--- src/rtl/mips_pkg.sv ---
// Shared MIPS datapath encodings: ALU control codes, ALUOp values and R-type funct fields.
package mips_pkg;

    localparam logic [2:0] ALU_ADD = 3'b000;
    localparam logic [2:0] ALU_SUB = 3'b001;
    localparam logic [2:0] ALU_AND = 3'b010;
    localparam logic [2:0] ALU_OR  = 3'b011;
    localparam logic [2:0] ALU_SLT = 3'b100;

    typedef enum logic [1:0] {
        ALUOP_ADD   = 2'b00,
        ALUOP_SUB   = 2'b01,
        ALUOP_RTYPE = 2'b10,
        ALUOP_OR    = 2'b11
    } aluop_e;

    localparam logic [5:0] FN_ADD = 6'b100000;
    localparam logic [5:0] FN_SUB = 6'b100010;
    localparam logic [5:0] FN_AND = 6'b100100;
    localparam logic [5:0] FN_OR  = 6'b100101;
    localparam logic [5:0] FN_SLT = 6'b101010;

endpackage

--- src/rtl/alu_control_decode.sv ---
// Combinational ALUOp/funct to 3-bit ALU control decode; flags R-type functs the ALU cannot execute.
module alu_control_decode
    import mips_pkg::*;
(
    input  logic [1:0] alu_op,
    input  logic [5:0] funct,
    output logic [2:0] alu_control,
    output logic       illegal
);

    always_comb begin
        alu_control = ALU_ADD;
        illegal     = 1'b0;
        case (alu_op)
            ALUOP_ADD: alu_control = ALU_ADD;
            ALUOP_SUB: alu_control = ALU_SUB;
            ALUOP_OR:  alu_control = ALU_OR;
            ALUOP_RTYPE: begin
                case (funct)
                    FN_ADD:  alu_control = ALU_ADD;
                    FN_SUB:  alu_control = ALU_SUB;
                    FN_AND:  alu_control = ALU_AND;
                    FN_OR:   alu_control = ALU_OR;
                    FN_SLT:  alu_control = ALU_SLT;
                    default: illegal     = 1'b1;
                endcase
            end
            default: alu_control = ALU_ADD;
        endcase
    end

endmodule

--- src/rtl/id_ex_stage.sv ---
// ID/EX pipeline register feeding the ALU: operand select, immediate extension,
// ALU control decode, stall/flush handling and a saturating bubble counter.
module id_ex_stage
    import mips_pkg::*;
#(
    parameter int DATA_W = 32,
    parameter int CNT_W  = 16
) (
    input  logic              clk,
    input  logic              rst_n,
    input  logic              stall,
    input  logic              flush,
    input  logic              id_valid,
    input  logic [DATA_W-1:0] id_rs_data,
    input  logic [DATA_W-1:0] id_rt_data,
    input  logic [15:0]       id_imm16,
    input  logic [4:0]        id_rt_addr,
    input  logic [4:0]        id_rd_addr,
    input  logic [1:0]        id_alu_op,
    input  logic [5:0]        id_funct,
    input  logic              id_alu_src,
    input  logic              id_imm_zext,
    input  logic              id_reg_dst,
    input  logic              id_reg_write,
    input  logic              id_mem_read,
    input  logic              id_mem_write,
    input  logic              id_mem_to_reg,
    input  logic              id_branch,
    output logic              ex_valid,
    output logic [DATA_W-1:0] ex_input_1,
    output logic [DATA_W-1:0] ex_input_2,
    output logic [2:0]        ex_alu_control,
    output logic [DATA_W-1:0] ex_store_data,
    output logic [4:0]        ex_dest_addr,
    output logic              ex_reg_write,
    output logic              ex_mem_read,
    output logic              ex_mem_write,
    output logic              ex_mem_to_reg,
    output logic              ex_branch,
    output logic              ex_illegal,
    output logic [CNT_W-1:0]  bubble_count
);

    logic [DATA_W-1:0] w_imm_ext;
    logic [DATA_W-1:0] w_op2;
    logic [4:0]        w_dest;
    logic [2:0]        w_alu_ctl;
    logic              w_illegal;
    logic              w_bubble;

    logic              r_valid;
    logic [DATA_W-1:0] r_in1;
    logic [DATA_W-1:0] r_in2;
    logic [2:0]        r_alu_ctl;
    logic [DATA_W-1:0] r_store;
    logic [4:0]        r_dest;
    logic              r_reg_write;
    logic              r_mem_read;
    logic              r_mem_write;
    logic              r_mem_to_reg;
    logic              r_branch;
    logic              r_illegal;
    logic [CNT_W-1:0]  r_bubble_count;

    alu_control_decode u_alu_ctl (
        .alu_op      (id_alu_op),
        .funct       (id_funct),
        .alu_control (w_alu_ctl),
        .illegal     (w_illegal)
    );

    assign w_imm_ext = {{(DATA_W-16){id_imm16[15] & ~id_imm_zext}}, id_imm16};
    assign w_op2     = id_alu_src ? w_imm_ext : id_rt_data;
    assign w_dest    = id_reg_dst ? id_rd_addr : id_rt_addr;
    // Flush overrides stall; an empty decode slot only becomes a bubble when the stage advances.
    assign w_bubble  = flush | (~stall & ~id_valid);

    always_ff @(posedge clk or negedge rst_n) begin
        if (!rst_n) begin
            r_valid        <= 1'b0;
            r_in1          <= '0;
            r_in2          <= '0;
            r_alu_ctl      <= ALU_ADD;
            r_store        <= '0;
            r_dest         <= '0;
            r_reg_write    <= 1'b0;
            r_mem_read     <= 1'b0;
            r_mem_write    <= 1'b0;
            r_mem_to_reg   <= 1'b0;
            r_branch       <= 1'b0;
            r_illegal      <= 1'b0;
            r_bubble_count <= '0;
        end else if (w_bubble) begin
            r_valid        <= 1'b0;
            r_in1          <= '0;
            r_in2          <= '0;
            r_alu_ctl      <= ALU_ADD;
            r_store        <= '0;
            r_dest         <= '0;
            r_reg_write    <= 1'b0;
            r_mem_read     <= 1'b0;
            r_mem_write    <= 1'b0;
            r_mem_to_reg   <= 1'b0;
            r_branch       <= 1'b0;
            r_illegal      <= 1'b0;
            if (r_bubble_count != {CNT_W{1'b1}})
                r_bubble_count <= r_bubble_count + CNT_W'(1);
        end else if (!stall) begin
            // Illegal functs still occupy the slot but must not change architectural state.
            r_valid        <= 1'b1;
            r_in1          <= id_rs_data;
            r_in2          <= w_op2;
            r_alu_ctl      <= w_alu_ctl;
            r_store        <= id_rt_data;
            r_dest         <= w_dest;
            r_reg_write    <= id_reg_write & ~w_illegal;
            r_mem_read     <= id_mem_read;
            r_mem_write    <= id_mem_write & ~w_illegal;
            r_mem_to_reg   <= id_mem_to_reg;
            r_branch       <= id_branch & ~w_illegal;
            r_illegal      <= w_illegal;
        end
    end

    assign ex_valid       = r_valid;
    assign ex_input_1     = r_in1;
    assign ex_input_2     = r_in2;
    assign ex_alu_control = r_alu_ctl;
    assign ex_store_data  = r_store;
    assign ex_dest_addr   = r_dest;
    assign ex_reg_write   = r_reg_write;
    assign ex_mem_read    = r_mem_read;
    assign ex_mem_write   = r_mem_write;
    assign ex_mem_to_reg  = r_mem_to_reg;
    assign ex_branch      = r_branch;
    assign ex_illegal     = r_illegal;
    assign bubble_count   = r_bubble_count;

endmodule

--- config.mk ---
export PLATFORM = sky130hd
export DESIGN_NAME = id_ex_stage
export DESIGN_NICKNAME = d
export VERILOG_FILES = /design/src/rtl/mips_pkg.sv /design/src/rtl/alu_control_decode.sv /design/src/rtl/id_ex_stage.sv
export SDC_FILE = /design/constraint.sdc
export NUM_CORES = 1
export LEC_CHECK = 0
export BUFFER_PORTS_ARGS = -buffer_cell sky130_fd_sc_hd__buf_2
export CAP_MARGIN = 5
export CORE_MARGIN = 4
export CORE_UTILIZATION = 40
export CTS_CLUSTER_DIAMETER = 120
export DETAILED_ROUTE_END_ITERATION = 8
export GPL_ROUTABILITY_DRIVEN = 0
export PLACE_DENSITY_LB_ADDON = 0.15
export SLEW_MARGIN = 30
export SYNTH_ARGS = -nofsm -noshare
export SYNTH_HDL_FRONTEND = slang
export SYNTH_SLANG_ARGS = --single-unit
--- constraint.sdc ---
create_clock -name clk -period 3 [get_ports clk]
set_clock_uncertainty 0.1 [all_clocks]
set_input_delay 0.6 -clock clk [delete_from_list [all_inputs] [get_ports clk]]
set_output_delay 0.6 -clock clk [all_outputs]
set_load 0.05 [all_outputs]
; ---- After elaboration in Yosys (flattened, before gate mapping)
; Cells that the tools add are included.
; Widths: inputs -> output; s select.
[totals]
regBits = 127
input_bits = 111
out_inout_bits = 127
elab_cells = 67
[classes]
n_addsub = 1
eq_ne = 10
mux = 30
bitwise = 10
n_reduce_logical = 3
[ops]
columns = cell, n
row1 = $mux 32, 7
row2 = $eq 6x6->1 const B, 5
row3 = $pmux 3 s4, 2
row4 = $add 16x1->16 const B, 1
row5 = $mux 1, 16
row6 = $ne 16x16->1 const B, 1
row7 = $mux 5, 3
row8 = $mux 3, 2
row9 = $and 1x1->1, 5
row10 = $reduce_or 5->1, 1
row11 = $eq 2x2->1 const B, 2
row12 = $not 1->1, 4
row13 = $eq 2x1->1 const B, 1
row14 = $logic_not 2->1, 1
row15 = $ne 2x1->1 const B, 1
row16 = $reduce_and 2->1, 1
row17 = $or 1x1->1, 1

; ---- Depth between registers and ports, before layout
[logic_depth]
ltp_word = 8
ltp_mapped = 6
ltp_nobuf = 5

; ---- Hierarchy
; Synthesis repeated with hierarchy kept, for this count alone.
[unflattened]
cells_unflattened = 420
area_unflattened_um2 = 5106.1
[modules_own_cells]
columns = mod, n_inst, cells_per_inst, area_per_inst_um2, seq_area_each_um2
row1 = id_ex_stage, 1, 405, 4988.5, 3178.0
row2 = alu_control_decode, 1, 15, 117.6, 0.0

; ---- Worst setup path after synthesis
; Ideal clock, no wire load.
[synth_timing]
path_kind = reg-to-reg
startpoint = register r_bubble_count[0] (netlist: bubble_count[0])
endpoint = register r_bubble_count[7] (netlist: bubble_count[7])
setup_ns = 0.144
arrival_ns = 1.885
t_required_ns = 2.756
setup_slack_ns = 0.871
path_stages_with_launch = 7
path_buffers = 1
synth_period_minus_slack_ns = 2.129
cell_sequence = dfrtp_1 > ha_1 > nand4_2 > o41a_1 > buf_6 > nor3b_1 > xor2_1
[synth_via]
elab_chain_cells = 2
elab_cells_between_ends = 3
classes_between = add/sub: 1 / eq/ne: 1 / reduce/logical: 1
[synth_lines]
columns = item, line
row1 = from (decl), id_ex_stage.sv:63  ; logic [CNT_W-1:0] r_bubble_count;
row2 = from (signal assigned), id_ex_stage.sv:107  ; r_bubble_count <= r_bubble_count + CNT_W'(1);
row3 = branches (longest 2 deep; another with $add 16x1->16), --
; Several ways; the timed one is not identified.
; A chain may end at the register's enable or synchronous reset.

; ---- Worst setup path in the final report
; Same ends and word-level chain as after synthesis.

==> flow_metrics.tcl <==
set metrics [dict create \
    dpl_cell_area_um2 6447 \
    p_sw_frac 0.3016 \
    slowest_delay_ns 0.50 \
    cts_tree "done" \
    crit_path_top_delay_cell "o41a_1" \
    clock_path_buffers 2 \
    clkTransAtPathRegs_ns 0.06 \
    cp.buffers_inverters 0 \
    grt_use_total 0.2023 \
    clk_latency_ns 0.41 \
    fmax_mhz 521.7 \
    final_cell_mix "buf_2 (236), dfrtp_1 (127), a22o_1 (69)" \
    drc 0 \
    initial_core_util 0.4138 \
    ys_types 37 \
    p_seq_frac 0.408 \
    wire_per_inst_um 17.32 \
    rr_endpoint "bubble_count[7]$_DFFE_PN0P_" \
    critPathKind "flop to flop" \
    syn_nets 530 \
    regToRegSetupSlack_ns 1.08 \
    root_buffer "clkbuf_16" \
    dp_hpwl_mm 10.38 \
    yosysWarnings 0 \
    startpoint_type "flop" \
    critPathTopFamily "compound AO/OA/AOI/OAI gates" \
    synthCells 418 \
    totalPowerFinal_mw 4.706 \
    num_io_pins 238 \
    cts_resized 0 \
    tns_ns 0 \
    hold_path.class "primary input to asynchronous set/reset pin" \
    antenna_found_initial 0 \
    layout_commonest_cell "buf_2" \
    clock-sinks 127 \
    cts_setup_buffers 0 \
    vias 4201 \
    hold_buffers 0 \
    p_sw_mw 1.419 \
    tightest_slew_ns 0.6337 \
    period_minus_slack_ns 1.917 \
    cp.required_ns 3.19 \
    fin_area_um2 7000 \
    ys_seq_area_frac 0.6289 \
    drtPass1Iterations 5 \
    end_kind "flop" \
    leakage_nw 3.833 \
    grt_pass1_wl_mm 23.15 \
    arrival_ns 2.11 \
    cap_violations 0 \
    ir_drop_v 0.0005595 \
    p_per_area_nw_per_um2 672.2 \
    die_width_um 120.4 \
    period_share 0.6390 \
    ant_nets 0 \
    synthToLayoutAreaGrowth_pct 38.52 \
    clock_power_share 0.406 \
    crit_fanout 8 \
    rows 40 \
    numCtsBuffers 17 \
    grt_pass1_vias 4403 \
    core_um2 12210 \
    rsz0062_at_grt "no" \
    die-area_um2 14500 \
    grt_max_degree 68 \
    power_frac_comb 0.185 \
    finalHoldViolations 0 \
    synth_area_um2 5054 \
    final_layout_size_suffix_gt1_frac 0.4180 \
    slew_violations 0 \
    die_h_um 120.4 \
    avgSynthCellArea_um2 12.09 \
    worstPathCellList "ha_1 > nand4_2 > o41a_1 > nor3b_1 > xor2_1" \
    routed_wl_mm 14.43 \
    avgViaCountPerCell 5.043 \
    r2r_cells 5 \
    outcome "complete, no violations" \
    diodes 0 \
    drtIter0Drc 261 \
    internal-power_mw 3.287 \
    final_util 0.5733 \
    grt_overflow 0 \
    relSlewSlack 0.5766 \
    setup_viol 0 \
    cts_max_level 4 \
    synth_seq_cells 127 \
    io_buffers 237 \
    fin_nets 765 \
    rr_startpoint "bubble_count[0]$_DFFE_PN0P_" \
]
[area by class of cell]
| class | instances | area (um2) |
|---|---|---|
| repair buffers | 245 | 1299 |
| inverters | 3 | 11.26 |
| well taps | 168 | 210.2 |
| multi-input cells | 259 | 1749 |
| clock inverters | 6 | 57.56 |
| clock buffers | 25 | 495.5 |
| fillers | 1088 | 5211 |
| flip-flops and latches | 127 | 3178 |
[cell usage after synthesis]
cell type,count,share of area
nor4b_2,1,0.0030
nand2_1,51,0.038
o41a_1,1,0.0022
nor4b_1,1,0.0017
clkbuf_1,17,0.013
mux2i_1,21,0.042
nand4_1,2,0.0025
and2_1,2,0.0025
inv_1,3,0.0022
o21bai_1,1,0.0015
buf_6,1,0.0022
nor4_1,2,0.0025
dfrtp_1,127,0.63
ha_1,1,0.0025
xor2_1,6,0.010
nor2_1,18,0.013
o21ai_0,5,0.0050
nand2b_1,1,0.0012
o21ai_1,38,0.038
mux2_4,1,0.0030
mux2_1,2,0.0045
buf_1,5,0.0037
nand4_2,2,0.0050
a31oi_1,2,0.0025
nor3b_1,3,0.0045
nand3_1,8,0.0079
nor3_1,1,0.00099
a21oi_1,2,0.0020
buf_2,6,0.0059
nand4b_1,2,0.0035
xnor2_1,7,0.012
a22o_1,69,0.12
and3_1,2,0.0025
a21o_1,1,0.0015
and4_1,3,0.0052
nor2b_1,2,0.0025
and4b_1,1,0.0020
[metal layers]
layer	routed length, um	GRT usage	part of all wire	up-vias
met4	196	0.07011	0.014	0
li1	-	-	-	1981
met2	6819	0.3151	0.47	175
met1	6252	0.2740	0.43	2031
met3	1158	0.05519	0.080	14
met5	0	0	0	-
[power by group through the flow]
stage	registers (mW)	logic, mW	clock network, mW
finish	1.92	0.873	1.91
global route	1.94	0.932	2.03
CTS	1.92	0.882	1.96
global placement	1.94	0.868	0
detailed placement	1.94	0.883	0
floorplan	2.30	0.217	0
[worst max path at each step]
stage,start,to,slack [ns],depth (start not counted)
3_5_place_dp,id_valid,bubble_count[7]$_DFFE_PN0P_,0.88,5
3_3_place_gp,id_valid,bubble_count[7]$_DFFE_PN0P_,0.95,5
2_1_floorplan,bubble_count[0]$_DFFE_PN0P_,bubble_count[7]$_DFFE_PN0P_,0.87,6
6_report,bubble_count[0]$_DFFE_PN0P_,bubble_count[7]$_DFFE_PN0P_,1.08,5
4_1_cts,bubble_count[2]$_DFFE_PN0P_,bubble_count[2],1.08,1
5_1_grt,bubble_count[1]$_DFFE_PN0P_,bubble_count[7]$_DFFE_PN0P_,0.98,5
[worst register-to-register path, delay by kind of cell, from the launching register on]
family / cells / cell delay [ns]
AOI/OAI and AO/OA: 1 / 0.50
DFF: 1 / 0.39
adders and majority gates: 1 / 0.24
xor gates and xnor gates: 1 / 0.13
and+or+nand+nor: 2 / 0.42
[kinds of logic after synthesis]
kind of cell,synth area share
flops,0.6289
mux,0.04902
compound gates,0.1718
simple gates,0.09854
xor+xnor,0.02253
fa+ha+maj,0.002475
buf+inv,0.02674
[through the flow]
stage,setup WS (ns),cells,hold WS [ns]
after floorplan,0.8712,418,0.2044
after global placement,0.9511,802,0.3579
after detailed placement,0.8791,802,0.3663
after CTS,1.078,833,0.1076
after global routing,0.9825,833,0.1234
final,1.083,833,0.09163
Power figures use the tool's default switching activity.
